## config.mk

```make
export PLATFORM = sky130hd
export DESIGN_NAME = bp_bpred_profiler
export DESIGN_NICKNAME = d
export VERILOG_FILES = /design/src/rtl/bp_bpred_profiler.sv
export SDC_FILE = /design/constraint.sdc
export NUM_CORES = 1
export LEC_CHECK = 0
export CAP_MARGIN = 0
export CORE_MARGIN = 2
export CORE_UTILIZATION = 53
export DETAILED_ROUTE_END_ITERATION = 10
export PLACE_DENSITY = 0.71
export SLEW_MARGIN = 40
export SYNTH_ARGS = -nofsm -noshare
export SYNTH_HDL_FRONTEND = slang
export SYNTH_SLANG_ARGS = --single-unit
```

## constraint.sdc

```tcl
create_clock -name clk_i -period 13.3 [get_ports clk_i]
set_input_delay 1.995 -clock clk_i [delete_from_list [all_inputs] [get_ports clk_i]]
set_output_delay 1.995 -clock clk_i [all_outputs]
set_load 0.01 [all_outputs]
```

## src/rtl/bp_bpred_profiler.sv

```systemverilog
// bp_bpred_profiler: per-channel branch-override statistics with snapshot and valid/ready dump.
module bp_bpred_profiler #(
  parameter int bp_params_p  = 0,
  parameter int num_chan_p   = 2,
  parameter int cnt_width_p  = 32,
  parameter     trace_file_p = "branch_predict",
  localparam int vaddr_width_p = (bp_params_p == 0) ? 39 : 48,
  localparam int n_stat_lp     = 4 * num_chan_p + 1,
  localparam int id_width_lp   = $clog2(n_stat_lp)
) (
  input  logic                                clk_i,
  input  logic                                reset_i,
  input  logic [num_chan_p-1:0]               is_br_i,
  input  logic [num_chan_p*vaddr_width_p-1:0] br_target_i,
  input  logic [num_chan_p-1:0]               ovr_taken_i,
  input  logic [num_chan_p-1:0]               ovr_ntaken_i,
  input  logic                                redirect_i,
  input  logic                                snap_v_i,
  output logic                                snap_busy_o,
  output logic                                stat_v_o,
  input  logic                                stat_ready_i,
  output logic [cnt_width_p-1:0]              stat_o,
  output logic [id_width_lp-1:0]              stat_id_o
);
  typedef enum logic {e_idle, e_dump} state_e;
  state_e                 r_state, w_state_nxt;
  logic [cnt_width_p-1:0] r_live [n_stat_lp];
  logic [cnt_width_p-1:0] r_shad [n_stat_lp];
  logic [id_width_lp-1:0] r_idx;
  logic                   w_inc [n_stat_lp];
  logic                   w_capture, w_hs, w_last;
  always_comb begin
    for (int c = 0; c < num_chan_p; c++) begin
      w_inc[4*c]   = is_br_i[c];
      w_inc[4*c+1] = is_br_i[c] & ovr_taken_i[c] & ~ovr_ntaken_i[c];
      w_inc[4*c+2] = is_br_i[c] & ~ovr_taken_i[c] & ovr_ntaken_i[c];
      w_inc[4*c+3] = is_br_i[c] & ovr_taken_i[c] & ovr_ntaken_i[c];
    end
    w_inc[n_stat_lp-1] = redirect_i;
  end
  assign w_capture   = (r_state == e_idle) & snap_v_i;
  assign w_hs        = stat_v_o & stat_ready_i;
  assign w_last      = r_idx == id_width_lp'(n_stat_lp - 1);
  assign w_state_nxt = w_capture ? e_dump : (w_hs && w_last) ? e_idle : r_state;
  always_ff @(posedge clk_i) begin
    if (reset_i) r_state <= e_idle;
    else         r_state <= w_state_nxt;
  end
  always_ff @(posedge clk_i) begin
    if (reset_i) begin
      for (int k = 0; k < n_stat_lp; k++) begin
        r_live[k] <= '0;
        r_shad[k] <= '0;
      end
      r_idx <= '0;
    end else begin
      for (int k = 0; k < n_stat_lp; k++) begin
        if (w_capture) begin
          r_shad[k] <= r_live[k];
          r_live[k] <= cnt_width_p'(w_inc[k]);
        end else if (w_inc[k] && r_live[k] != '1) begin
          r_live[k] <= r_live[k] + cnt_width_p'(1);
        end
      end
      if (w_hs) r_idx <= w_last ? '0 : r_idx + id_width_lp'(1);
    end
  end
  assign stat_v_o    = r_state == e_dump;
  assign snap_busy_o = r_state == e_dump;
  assign stat_o      = stat_v_o ? r_shad[r_idx] : '0;
  assign stat_id_o   = r_idx;
`ifdef BP_BPRED_TRACE_EN
  always_ff @(posedge clk_i) begin
    if (!reset_i)
      for (int c = 0; c < num_chan_p; c++)
        if (is_br_i[c])
          $display("%s %0d %h %b %b", trace_file_p, c, br_target_i[c*vaddr_width_p +: vaddr_width_p],
                   ovr_taken_i[c], ovr_ntaken_i[c]);
  end
`else
  logic w_unused;
  assign w_unused = ^{br_target_i, 32'($bits(trace_file_p))};
`endif
endmodule

```

==> results.ini <==
[sta]
setup_viol=0
hold_viol_final=0
finalWorstSetupSlack_ns=7.24
max_freq_mhz=165
rsz0062_at_grt=false
relSlewSlack_pct=47.6
slew_violations=0
timing.clock.skew_ns=0.0298
fin_crit_ns=6.06
tns_ns=0
tightest_slew_ns=0.783
fin_crit_sh_pct=45.6

[cts]
cts_resized=0
clk_pin_slew_ns=0.06
cts_inserted_buffers=60
cts.sinks=585
clockBufferDepth=3
cts_tree=done
hold_buffers=0
cts-root-buf=clkbuf_16
h-tree-depth=2
post-cts-setup-buffers=0
clock_latency_ns=0.63

[floorplan]
rows=84
core-area_um2=52900
initial_utilization_pct=53.8
die_w_um=236
io_pins=127
dieArea_um2=55600
fp.dieH_um=236

[global_routing]
grt_pass1_wl_um=101000
grt.total_usage_pct=23.6
grt_max_degree=145
gr-total-overflow=0
grt_pass1_vias=16800
antenna_found_initial=1

[synth]
ys_types=57
syn_area_um2=28500
synth_common_cells=edfxtp_1 (576), nor2_1 (342), and2_1 (317), xor2_1 (177), nand2_1 (155)
synth_top_area_share_pct=60.8
synth_top_area_cell=edfxtp_1
synth_nets=2374
ys_seq_area_share_pct=61.4
synth_cells=2274
yosys-top-cells-area=edfxtp_1 (61%), and2_1 (7.0%), xor2_1 (5.4%)
avgSynthCellArea_um2=12.5
synth_ff_type=edfxtp_1
ys_ff_latch=585
synth_edf_count=576
yosysMostFrequentCell=edfxtp_1
synth_async_sr_flop_share_pct=0
yosys_warnings=0

[route]
wl_um=65300
ant_nets=0
via_per_inst=5.82
drt-initial-drc-count=1881
route.detailed.drc=0
wl_per_cell_um=21.4
drt_first_pass_iters=5
vias=17700

[worst_setup_path]
cpPeakStageDelay_ns=0.79
end_kind=output port
worstReg2RegStart=snap_busy_o
worstPathMaxFanout=34
path_delay_family=multiplexers
critical_path_class=flip-flop to output port
crit_path_top_delay_cell=dfxtp_4
rr_endpoint=r_live[8][0]
cp.arrival_ns=4.07
crit_path_cell_trace=buf_4 -> mux4_2 -> mux2i_1 -> o21ai_0 -> and2_1 -> clkdlybuf4s50_1
r2r_cells=9
regToRegSetupSlack_ns=8.78
crit_buf_inv=2
cp.required_ns=11.31
startpoint_type=flip-flop

[place]
portBuffers=48
place.gp.congestion=0.859
dpl.hpwl_um=43600
dpl.cell_count=2931
dp_slack_ns=6.68

[layout]
final_cells=3044
fill_cells=4077
antenna_cells=0
area.growth.synth_to_final_pct=10.7
nets=2405
layout-drive-gt1-share_pct=8.53

[power_and_ir_drop]
vdd_drop_max_mv=0.106
p_per_area_nw_per_um2=132
p_total_mw=4.17
p_leak_nw=10.8

[hold_path]
hold_depth=2
hold_path_class=flip-flop to flip-flop
holdCritStartpoint=stat_id_o[1]

[outcome]
outcome=finished, final reports clean

[flow_run]
maxCapViolations=0

state kept, by name, summed over array words and instances, names as in the netlist, named ones only:
name	flops
r_live	288
r_shad	288
snap_busy_o	1
stat_id_o	4
power by group:
group / internal (mW) / total (mW) / switching (mW)
sequential: 2.16 / 2.28 / 0.114
combinational: 0.108 / 0.268 / 0.160
clock: 0.913 / 1.62 / 0.708
total: 3.18 / 4.17 / 0.982
layout by cell type (no fill, tap or decap), drive strengths merged, types with 2 or more instances in the layout:
| cell | netlist | final |
|---|---|---|
| nor3b | 3 | 3 |
| buf | 24 | 20 |
| nor4 | 9 | 9 |
| a211oi | 2 | 2 |
| and4 | 31 | 31 |
| edfxtp | 576 | 576 |
| a311oi | 3 | 3 |
| inv | 22 | 22 |
| nor2 | 342 | 342 |
| mux2i | 33 | 33 |
| or2 | 5 | 5 |
| nor3 | 16 | 16 |
| xor2 | 177 | 177 |
| nand4 | 55 | 55 |
| a21oi | 7 | 7 |
| a21o | 2 | 2 |
| nand2 | 155 | 155 |
| a41oi | 2 | 2 |
| nand3 | 108 | 108 |
| clkdlybuf4s50 | 0 | 48 |
| nand3b | 2 | 2 |
| and3 | 65 | 65 |
| and2 | 318 | 318 |
| clkinv | 0 | 26 |
| nor2b | 8 | 8 |
| ha | 11 | 11 |
| clkbuf | 75 | 84 |
| bufinv | 0 | 2 |
| mux4 | 64 | 64 |
| dfxtp | 9 | 9 |
| or3 | 8 | 8 |
| o21ai | 38 | 38 |
| xnor2 | 91 | 91 |
worst register-to-register path: cells and delay by family, from the launching register on:
family / cells / cell delay, ns
compound gates: 3 / 1.13
buf+inv: 3 / 1.48
flops: 1 / 0.47
simple gates: 3 / 1.18
cells by family after synthesis:
| logic type | synth area share (%) |
|---|---|
| AOI/OAI and AO/OA | 1.34 |
| xor gates and xnor gates | 8.25 |
| adders and majority gates | 0.483 |
| buffers and inverters | 1.70 |
| DFF | 61.4 |
| muxes | 6.22 |
| and+or+nand+nor | 20.6 |
final cells by class:
class	count	area, µm²	area share, %
clock buffer	84	1670	5.31
sequential	585	17500	55.5
clock inverter	29	194	0.615
inverter	22	95.1	0.302
tap	688	861	2.73
multi-input combinational	1568	10500	33.4
timing repair buffer	68	671	2.13
per-layer routing:
| layer | GRT usage (%) | wire [µm] | part of all wire [%] |
|---|---|---|---|
| met1 | 35.5 | 29500 | 45 |
| met2 | 35.2 | 28900 | 44 |
| met5 | 0 | 0 | 0 |
| met4 | 6.62 | 1760 | 2.7 |
| met3 | 4.32 | 5040 | 7.7 |
how the worst max path moves through the flow:
stage | to | startpoint | cells past startpoint | slack (ns)
after detailed placement | r_live[8][0] | snap_v_i | 10 | 6.68
after CTS | stat_o[26] | flip-flop | 6 | 7.21
after global routing | stat_o[26] | flip-flop | 6 | 6.92
final | stat_o[27] | flip-flop | 6 | 7.24
after global placement | r_live[8][0] | snap_v_i | 10 | 6.76
after floorplan | r_live[5][0] | snap_v_i | 8 | 5.87
metrics by stage:
step / utilization (%) / cell area [µm²] / hold WS (ns)
finish: 59.6 / 31500 / 0.583
global route: 59.6 / 31500 / 0.617
CTS: 59.6 / 31500 / 0.586
detailed placement: 56.1 / 29600 / 0.576
global placement: 56.0 / 29600 / 0.577
floorplan: - / 28500 / 0.546
(Power assumes the default switching activity.)
